File: config.mk
export PLATFORM = sky130hd
export DESIGN_NAME = controller
export DESIGN_NICKNAME = d
export VERILOG_FILES = /design/src/rtl/cpu_pkg.sv /design/src/rtl/alu_decoder.sv /design/src/rtl/controller.sv
export SDC_FILE = /design/constraint.sdc
export NUM_CORES = 1
export LEC_CHECK = 0
export ABC_AREA = 1
export CAP_MARGIN = 5
export CORE_AREA = 2 2 39 41
export DETAILED_ROUTE_END_ITERATION = 10
export DIE_AREA = 0 0 41 43
export HOLD_SLACK_MARGIN = 0.05
export PLACE_DENSITY = 0.75
export SETUP_SLACK_MARGIN = 0.5
export SYNTH_ARGS = -nofsm -noshare
export SYNTH_HDL_FRONTEND = slang
export SYNTH_SLANG_ARGS = --single-unit
File: constraint.sdc
create_clock -name clock -period 1.4 [get_ports clock]
set_input_delay 0.35 -clock clock [delete_from_list [all_inputs] [get_ports clock]]
set_output_delay 0.35 -clock clock [all_outputs]
set_load 0.005 [all_outputs]
File: src/rtl/cpu_pkg.sv
// ============================================================================
//  Module      : cpu_pkg
//  Description : Shared encodings for the RV32I-subset CPU control path.
//  Revision    : 1.0 - initial release
// ============================================================================
`default_nettype none

package cpu_pkg;

    // Major opcodes (instruction[6:0])
    localparam logic [6:0] OP_LOAD   = 7'b0000011;
    localparam logic [6:0] OP_STORE  = 7'b0100011;
    localparam logic [6:0] OP_R      = 7'b0110011;
    localparam logic [6:0] OP_BRANCH = 7'b1100011;
    localparam logic [6:0] OP_I_ALU  = 7'b0010011;
    localparam logic [6:0] OP_JAL    = 7'b1101111;

    // ALU operation codes consumed by the datapath
    localparam logic [2:0] ALU_ADD = 3'b000;
    localparam logic [2:0] ALU_SUB = 3'b001;
    localparam logic [2:0] ALU_AND = 3'b010;
    localparam logic [2:0] ALU_OR  = 3'b011;
    localparam logic [2:0] ALU_XOR = 3'b100;
    localparam logic [2:0] ALU_SLT = 3'b101;

    // Writeback source select
    localparam logic [2:0] RES_ALU = 3'b000;
    localparam logic [2:0] RES_MEM = 3'b001;
    localparam logic [2:0] RES_PC4 = 3'b010;

    // Main decoder to ALU decoder hand-off
    localparam logic [1:0] ALUOP_ADD   = 2'b00;
    localparam logic [1:0] ALUOP_SUB   = 2'b01;
    localparam logic [1:0] ALUOP_FUNCT = 2'b10;

    // funct3 values that select a non-add operation under ALUOP_FUNCT
    localparam logic [2:0] F3_ADDSUB = 3'b000;
    localparam logic [2:0] F3_SLT    = 3'b010;
    localparam logic [2:0] F3_XOR    = 3'b100;
    localparam logic [2:0] F3_OR     = 3'b110;
    localparam logic [2:0] F3_AND    = 3'b111;

    typedef struct packed {
        logic       reg_write;
        logic       alu_select;
        logic       mem_write;
        logic [2:0] result_select;
        logic       branch;
        logic [1:0] alu_op;
        logic       jump;
    } main_ctrl_t;

    localparam main_ctrl_t CTRL_NONE = '0;

endpackage : cpu_pkg

`default_nettype wire

File: src/rtl/alu_decoder.sv
// ============================================================================
//  Module      : alu_decoder
//  Description : Maps the main decoder's ALU_op plus funct fields to ALU_control.
//  Revision    : 1.0 - initial release
// ============================================================================
`default_nettype none

module alu_decoder
    import cpu_pkg::*;
(
    input  logic [1:0] alu_op_i,
    input  logic [2:0] funct3_i,
    input  logic       op5_i,
    input  logic       funct7b5_i,
    output logic [2:0] alu_control_o
);

    logic w_is_sub;

    // Only R-type (opcode[5]=1) may subtract; addi with imm[10]=1 stays an add.
    assign w_is_sub = op5_i & funct7b5_i;

    always_comb begin
        alu_control_o = ALU_ADD;
        case (alu_op_i)
            ALUOP_ADD: alu_control_o = ALU_ADD;
            ALUOP_SUB: alu_control_o = ALU_SUB;
            ALUOP_FUNCT: begin
                case (funct3_i)
                    F3_ADDSUB: alu_control_o = w_is_sub ? ALU_SUB : ALU_ADD;
                    F3_SLT:    alu_control_o = ALU_SLT;
                    F3_XOR:    alu_control_o = ALU_XOR;
                    F3_OR:     alu_control_o = ALU_OR;
                    F3_AND:    alu_control_o = ALU_AND;
                    default:   alu_control_o = ALU_ADD;
                endcase
            end
            default:   alu_control_o = ALU_ADD;
        endcase
    end

endmodule : alu_decoder

`default_nettype wire

File: src/rtl/controller.sv
// ============================================================================
//  Module      : controller
//  Description : Single-cycle instruction decode controller with sticky
//                illegal-opcode fault flag.
//  Revision    : 1.0 - initial release
// ============================================================================
`default_nettype none

module controller
    import cpu_pkg::*;
(
    input  logic       clock,
    input  logic       reset,
    input  logic [6:0] opcode,
    input  logic [2:0] funct3,
    input  logic       funct7b5,
    input  logic       zero,
    output logic [2:0] result_select,
    output logic       mem_write,
    output logic       PC_select,
    output logic       ALU_select,
    output logic       reg_write,
    output logic       jump,
    output logic [2:0] ALU_control,
    output logic       illegal_op,
    output logic       fault
);

    main_ctrl_t w_ctrl;
    logic       w_illegal;
    logic       fault_q;
    logic       fault_d;

    // Main decode: unsupported opcodes yield an all-zero control word.
    always_comb begin
        w_ctrl    = CTRL_NONE;
        w_illegal = 1'b0;
        case (opcode)
            OP_LOAD: begin
                w_ctrl.reg_write     = 1'b1;
                w_ctrl.alu_select    = 1'b1;
                w_ctrl.result_select = RES_MEM;
                w_ctrl.alu_op        = ALUOP_ADD;
            end
            OP_STORE: begin
                w_ctrl.alu_select    = 1'b1;
                w_ctrl.mem_write     = 1'b1;
                w_ctrl.alu_op        = ALUOP_ADD;
            end
            OP_R: begin
                w_ctrl.reg_write     = 1'b1;
                w_ctrl.alu_op        = ALUOP_FUNCT;
            end
            OP_BRANCH: begin
                w_ctrl.branch        = 1'b1;
                w_ctrl.alu_op        = ALUOP_SUB;
            end
            OP_I_ALU: begin
                w_ctrl.reg_write     = 1'b1;
                w_ctrl.alu_select    = 1'b1;
                w_ctrl.alu_op        = ALUOP_FUNCT;
            end
            OP_JAL: begin
                w_ctrl.reg_write     = 1'b1;
                w_ctrl.result_select = RES_PC4;
                w_ctrl.jump          = 1'b1;
            end
            default: begin
                w_ctrl    = CTRL_NONE;
                w_illegal = 1'b1;
            end
        endcase
    end

    alu_decoder u_alu_decoder (
        .alu_op_i      (w_ctrl.alu_op),
        .funct3_i      (funct3),
        .op5_i         (opcode[5]),
        .funct7b5_i    (funct7b5),
        .alu_control_o (ALU_control)
    );

    always_comb begin
        fault_d = fault_q;
        if (w_illegal) begin
            fault_d = 1'b1;
        end
    end

    always_ff @(posedge clock) begin
        if (reset) begin
            fault_q <= 1'b0;
        end else begin
            fault_q <= fault_d;
        end
    end

    assign result_select = w_ctrl.result_select;
    assign mem_write     = w_ctrl.mem_write;
    assign ALU_select    = w_ctrl.alu_select;
    assign reg_write     = w_ctrl.reg_write;
    assign jump          = w_ctrl.jump;
    assign PC_select     = (w_ctrl.branch & zero) | w_ctrl.jump;
    assign illegal_op    = w_illegal;
    assign fault         = fault_q;

endmodule : controller

`default_nettype wire

==> results of run 1 <==
[per-layer routing]
metal | wire, um | track usage, % | vias to the layer above
li1 | - | - | 256
met1 | 449 | 19.7 | 232
met2 | 771 | 30.0 | 20
met3 | 77 | 0 | 4
met4 | 33 | 4.00 | 0
met5 | 0 | 0 | -
[cell type report]
type                    instances  area share (%)
flip-flops and latches          1            2.08
well taps                      16            2.08
multi-input cells              35            38.8
inverters                      16            9.87
repair buffers                 51            47.1
[worst max-delay path: cells and delay by family]
family / cells / cell delay (ps)
buffers and inverters: 6 / 470
AND/OR/NAND/NOR: 4 / 440
adder cells (fa/ha/maj): 1 / 120
AO/OA/AOI/OAI: 1 / 70
[metrics by stage]
stage / worst slack, ps / area (sq um) / setup TNS, ps / instances
2_1_floorplan: -112 / 414 / -189 / 53
3_3_place_gp: -1210 / 790 / -10440 / 108
3_5_place_dp: -1240 / 790 / -10710 / 108
4_1_cts: -401 / 923 / -2310 / 118
5_1_grt: -486 / 963 / -2960 / 119
6_report: -413 / 963 / -2360 / 119
[cells in the final DEF (no fill, tap or decap)]
master,Yosys,routed
a21oi_1,2,1
a21oi_2,1,2
buf_2,0,10
buf_4,1,14
buf_6,0,19
buf_8,0,1
clkdlybuf4s15_1,0,1
clkdlybuf4s50_1,0,6
conb_1,1,1
dfxtp_1,1,1
ha_4,0,2
inv_1,13,2
inv_12,0,2
inv_2,3,9
inv_4,0,2
inv_6,0,1
nand2_1,7,3
nand2_2,3,3
nand2_4,1,4
nand2_8,0,1
nand3_2,2,2
nand3_4,0,1
nand4_4,0,1
nor2_1,6,1
nor2_2,3,1
nor2_4,0,7
nor3_4,0,1
nor3b_2,0,2
o21ai_1,0,1
o21ai_2,0,1
[how the worst max path moves through the flow]
stage	start	depth (start not counted)	endpoint
after global placement	opcode[4]	12	ALU_control[2]
final	opcode[4]	12	ALU_control[2]
after detailed placement	opcode[4]	12	ALU_control[2]
after global routing	opcode[4]	12	ALU_control[2]
after CTS	opcode[4]	12	ALU_control[2]
after floorplan	opcode[3]	8	ALU_control[2]
[kinds of logic (layout without fill, tap and decap cells)]
logic type	after synthesis	after routing	share of synthesized area (%)
AOI/OAI and AO/OA	5	5	9.58
adders and majority gates	2	2	8.33
buffers and inverters	17	67	22.5
DFF	1	1	6.67
other	1	1	1.25
and+or+nand+nor	27	27	51.7
[repair_timing]
action / CTS / global route
setup endpoints to repair: 13 / 13
gates resized for setup: 109 / 9
hold buffers: 0 / 0
pin swaps: 19 / 3
setup buffers: 10 / 1
[where the power goes]
part	internal, mW	leakage [nW]	switching [mW]
Combinational	0.0963	0.487	0.0786
Clock	0	0	0
Sequential	0.0309	0.00844	0.000855
==> flow_summary.yaml, run 1 <==
cells_and_area:
  fin_nets: 121
  utilization_pct: 69.6
  regArea_sq_um: 20.0
  n_fill_cell: 110
  diodes: 0
  synthToLayoutAreaGrowth_pct: 221
  multi_input_area_sq_um: 374
  drive_above_1_share_pct: 83.5
  largest_register_ff_count: 1
worst_hold_path:
  hp-start: "fault$_SDFFE_PP0P_"
  hold_path.class: "register to register"
  whs_path_depth: 2
  holdPathEnd: "fault$_SDFFE_PP0P_"
route:
  drt_pass1_iterations: 2
  viasPerCell: 4.30
  ant_nets: 0
  drtIter0Drc: 2
  drc: 0
  wl_per_cell_um: 11.2
  vias: 512
  routed_wl_um: 1330
power:
  ir_drop_v: 0.000130
  powerDensity_nw_per_um2: 214
  power.total_mw: 0.207
  leakagePower_nw: 0.495
sta:
  fin_crit_sh_pct: 129
  finalMaxSlewViolations: 0
  fmax_mhz: 552
  hold_viol: 0
  grt_setup_unrepaired: "true"
  setup_viol: 12
  setup_slack_ps: -413
  fin_crit_ps: 1810
  clock_skew_ps: 0
  whs_ps: 460
floorplan:
  core_sq_um: 1380
  rows: 14
  start_util_pct: 21.7
  die_x_um: 41
  io_pins: 27
  die-height_um: 43
  die-area_sq_um: 1760
critical_path:
  worst-r2r-setup-slack_ps: 850
  crit_type: "input pin to output pin"
  worstSetupEndpointType: "output pin"
  crit_required_ps: 1050
  r2r_end: "fault$_SDFFE_PP0P_"
  path_cells: "buf_6 -> buf_8 -> inv_12 -> nor2_4 -> nand3_4 -> inv_2 -> ha_4 -> inv_2 -> nor2_4 -> o21ai_2 -> nor3b_2 -> buf_2"
  cp_slowest_cell: "nor3b_2"
  timing.rr.start: "fault$_SDFFE_PP0P_"
  cp-start-kind: "input pin"
  r2r_cells: 2
  crit_arrival_ps: 1460
  critical_path.max_stage_delay_ps: 150
  path_max_fanout: 3
synthesis:
  synth_nets: 69
  synth.distinct_cells: 19
  yosys-top-cells-area: "inv_1, nand2_1, ha_1"
  ys_top_cells_by_count: "inv_1, nand2_1, nor2_1"
  synth-seq-area-share_pct: 6.67
  synthFlopType: "dfxtp_1"
  yosysWarnings: 0
  avgSynthCellArea_sq_um: 5.67
  synth_most_common_cell: "inv_1"
  postSynthCellCount: 53
  netlist_area_sq_um: 300
  synth_edf_count: 0
  ys_ff_latch: 1
  synth_largest_area_cell: "inv_1"
  synth.top_cell.area_share_pct: 16.2
  synth-async-reset-ratio_pct: 0
global_routing:
  grt_pass1_vias: 510
  grt_pass1_wl_um: 2100
  track_usage_pct: 16.4
  grt_max_degree: 4
  overflow: 0
  antenna_found_initial: 0
outcome:
  violations: "setup timing"
  outcome: "finished with violations"
placement:
  gp_congestion: 0.718
  io_buffer_count: 25
  dp_hpwl_um: 848
clocking:
  clk_pin_slew_ps: 0
  clock_latency_ps: 0
job:
  maxCapViolCount: 0
Note: power is estimated with default switching activity, not from simulation.
==> run 2: changes to the inputs <==
--- a/config.mk
+++ b/config.mk
@@ -5,13 +5,12 @@
 export SDC_FILE = /design/constraint.sdc
 export NUM_CORES = 1
 export LEC_CHECK = 0
-export ABC_AREA = 1
 export CAP_MARGIN = 5
 export CORE_AREA = 2 2 39 41
 export DETAILED_ROUTE_END_ITERATION = 10
 export DIE_AREA = 0 0 41 43
 export HOLD_SLACK_MARGIN = 0.05
-export PLACE_DENSITY = 0.75
+export PLACE_DENSITY = 0.72
 export SETUP_SLACK_MARGIN = 0.5
 export SYNTH_ARGS = -nofsm -noshare
 export SYNTH_HDL_FRONTEND = slang
==> run 2 against run 1 <==
  * The flow still finishes with violations (setup timing)
  * Critical path depth down 4
  * Die area unchanged
  * Register-to-register slack worse by 30 ps
  * Worst hold slack better by 8.7 ps
  * First-iteration DRC count down 100%
  * Fmax down 7.4%
  * Largest cell class unchanged
==> flow_summary.yaml, run 2 <==
outcome:
  outcome: "finished with violations"
  violations: "setup timing"
clocking:
  cts_hold_buf: 0
  clock_latency_ps: 0
  clk_pin_slew_ps: 0
sta:
  fmax_mhz: 511
  setup_slack_ps: -558
  finalMaxSlewViolations: 0
  fin_crit_ps: 1960
  fin_crit_sh_pct: 140
  hold_viol: 0
  grt_setup_unrepaired: "true"
  setup_viol: 11
  clock_skew_ps: 0
placement:
  dp.cells: 95
  dp_hpwl_um: 746
  io_buffer_count: 25
  place_worst_setup_slack_ps: -1350
  gp_congestion: 0.720
  placed_cell_area_sq_um: 703
cells_and_area:
  utilization_pct: 60.0
  fin_nets: 107
  final_area_sq_um: 831
  stdcell_count: 105
  synthToLayoutAreaGrowth_pct: 212
  n_fill_cell: 130
  regArea_sq_um: 20.0
  final_cell_mix: "buf_6, buf_2, buf_4"
  diodes: 0
  largest_register_ff_count: 1
  multi_input_area_sq_um: 353
  layout_commonest_cell: "buf_6"
  drive_above_1_share_pct: 73.0
critical_path:
  cp-start-kind: "input pin"
  critical_path.max_stage_delay_ps: 240
  crit_arrival_ps: 1610
  crit_type: "input pin to output pin"
  worstSetupEndpointType: "output pin"
  cp_slowest_cell: "nor4b_4"
  path_max_fanout: 3
  path_cells: "buf_8 -> nor3_4 -> nor2b_4 -> and2_4 -> inv_2 -> ha_4 -> nor4b_4 -> buf_2"
  crit_required_ps: 1050
job:
  maxCapViolCount: 0
synthesis:
  yosysWarnings: 0
  synthFlopType: "dfxtp_1"
  synth_edf_count: 0
  postSynthCellCount: 41
  avgSynthCellArea_sq_um: 6.50
  ys_top_cells_by_count: "nor2_1, inv_1, a21oi_1, nand2_1, nor3_1"
  synth_nets: 57
  synth_most_common_cell: "nor2_1"
  synth-seq-area-share_pct: 7.51
  synth.distinct_cells: 23
  synth-async-reset-ratio_pct: 0
  yosys-top-cells-area: "nor2_1, ha_1, dfxtp_1"
  synth_largest_area_cell: "nor2_1"
  synth.top_cell.area_share_pct: 9.86
  ys_ff_latch: 1
  netlist_area_sq_um: 267
route:
  routed_wl_um: 1140
  drc: 0
  ant_nets: 0
  viasPerCell: 4.42
  drt_pass1_iterations: 1
  vias: 464
  drtIter0Drc: 0
  wl_per_cell_um: 10.9
global_routing:
  grt_max_degree: 5
  overflow: 0
  grt_pass1_vias: 464
  grt_pass1_wl_um: 1790
  antenna_found_initial: 0
  track_usage_pct: 13.8
floorplan:
  core_sq_um: 1380
  start_util_pct: 19.3
  die-height_um: 43
  die-area_sq_um: 1760
  io_pins: 27
  die_x_um: 41
  rows: 14
power:
  leakagePower_nw: 0.389
  powerDensity_nw_per_um2: 232
  ir_drop_v: 0.000216
worst_hold_path:
  hold_path.class: "register to register"
[run 2: cell types whose count changed after synthesis, sizes merged, moves of 2 or more]
cell   change
nor3       +3
nor2       -2
nand2      -8
nor3b      -2
o21ai      -2
inv       -11
[run 2: what timing repair did]
action | CTS | global route
endpoints found under the setup margin | 13 | 13
buffers inserted | 7 | 3
gates cloned | 0 | 0
gates resized for setup | 97 | 13
pin swaps | 19 | 12
[run 2: cells by family after synthesis]
kind of cell / count (synthesis) / share of synthesized area, %
AO/OA/AOI/OAI: 7 / 20.7
XOR/XNOR: 1 / 3.29
adder cells (fa/ha/maj): 2 / 9.39
buffers and inverters: 6 / 9.86
flip-flops: 1 / 7.51
other: 1 / 1.41
AND/OR/NAND/NOR: 23 / 47.9
[run 2: worst max-delay path: cells and delay by family]
family | cells | cell delay [ps]
adder cells (fa/ha/maj) | 1 | 220
buffers and inverters | 3 | 290
AND/OR/NAND/NOR | 4 | 750
[run 2: area by class of cell]
cell class	instances	share of cell area (%)
Sequential cell	1	2.41
Timing Repair Buffer	49	50.5
Inverter	5	2.26
Tap cell	16	2.41
Multi-Input combinational cell	34	42.5
[run 2: stage by stage]
step	hold slack [ps]	power [mW]	setup TNS, ps
after global routing	499	0.204	-3510
after detailed placement	473	0.159	-11500
after floorplan	472	0.0690	-478
after global placement	453	0.158	-11470
final	468	0.193	-2890
after CTS	473	0.176	-2480
[run 2: routing by layer]
metal | track usage [%] | vias to the layer above | share of wire [%]
met5 | 0 | - | 0
met4 | 1.33 | 0 | 0
met3 | 0.524 | 0 | 8.3
met2 | 26.9 | 22 | 57
met1 | 15.7 | 205 | 34
li1 | - | 237 | -
[run 2: where the power goes]
| part | switching, mW | total [mW] | internal (mW) |
|---|---|---|---|
| Clock | 0 | 0 | 0 |
| Sequential | 0.000848 | 0.0317 | 0.0309 |
| Combinational | 0.0661 | 0.161 | 0.0950 |
| Total | 0.0670 | 0.193 | 0.126 |
[run 2: worst paths after layout]
path                           start                 end  slack (ps)  depth (start not counted)
setup reg to reg  fault$_SDFFE_PP0P_  fault$_SDFFE_PP0P_         820                          1
hold / removal    fault$_SDFFE_PP0P_  fault$_SDFFE_PP0P_         470                          1
setup / recovery           opcode[2]      ALU_control[2]        -560                          8
hold reg to reg   fault$_SDFFE_PP0P_  fault$_SDFFE_PP0P_         470                          1
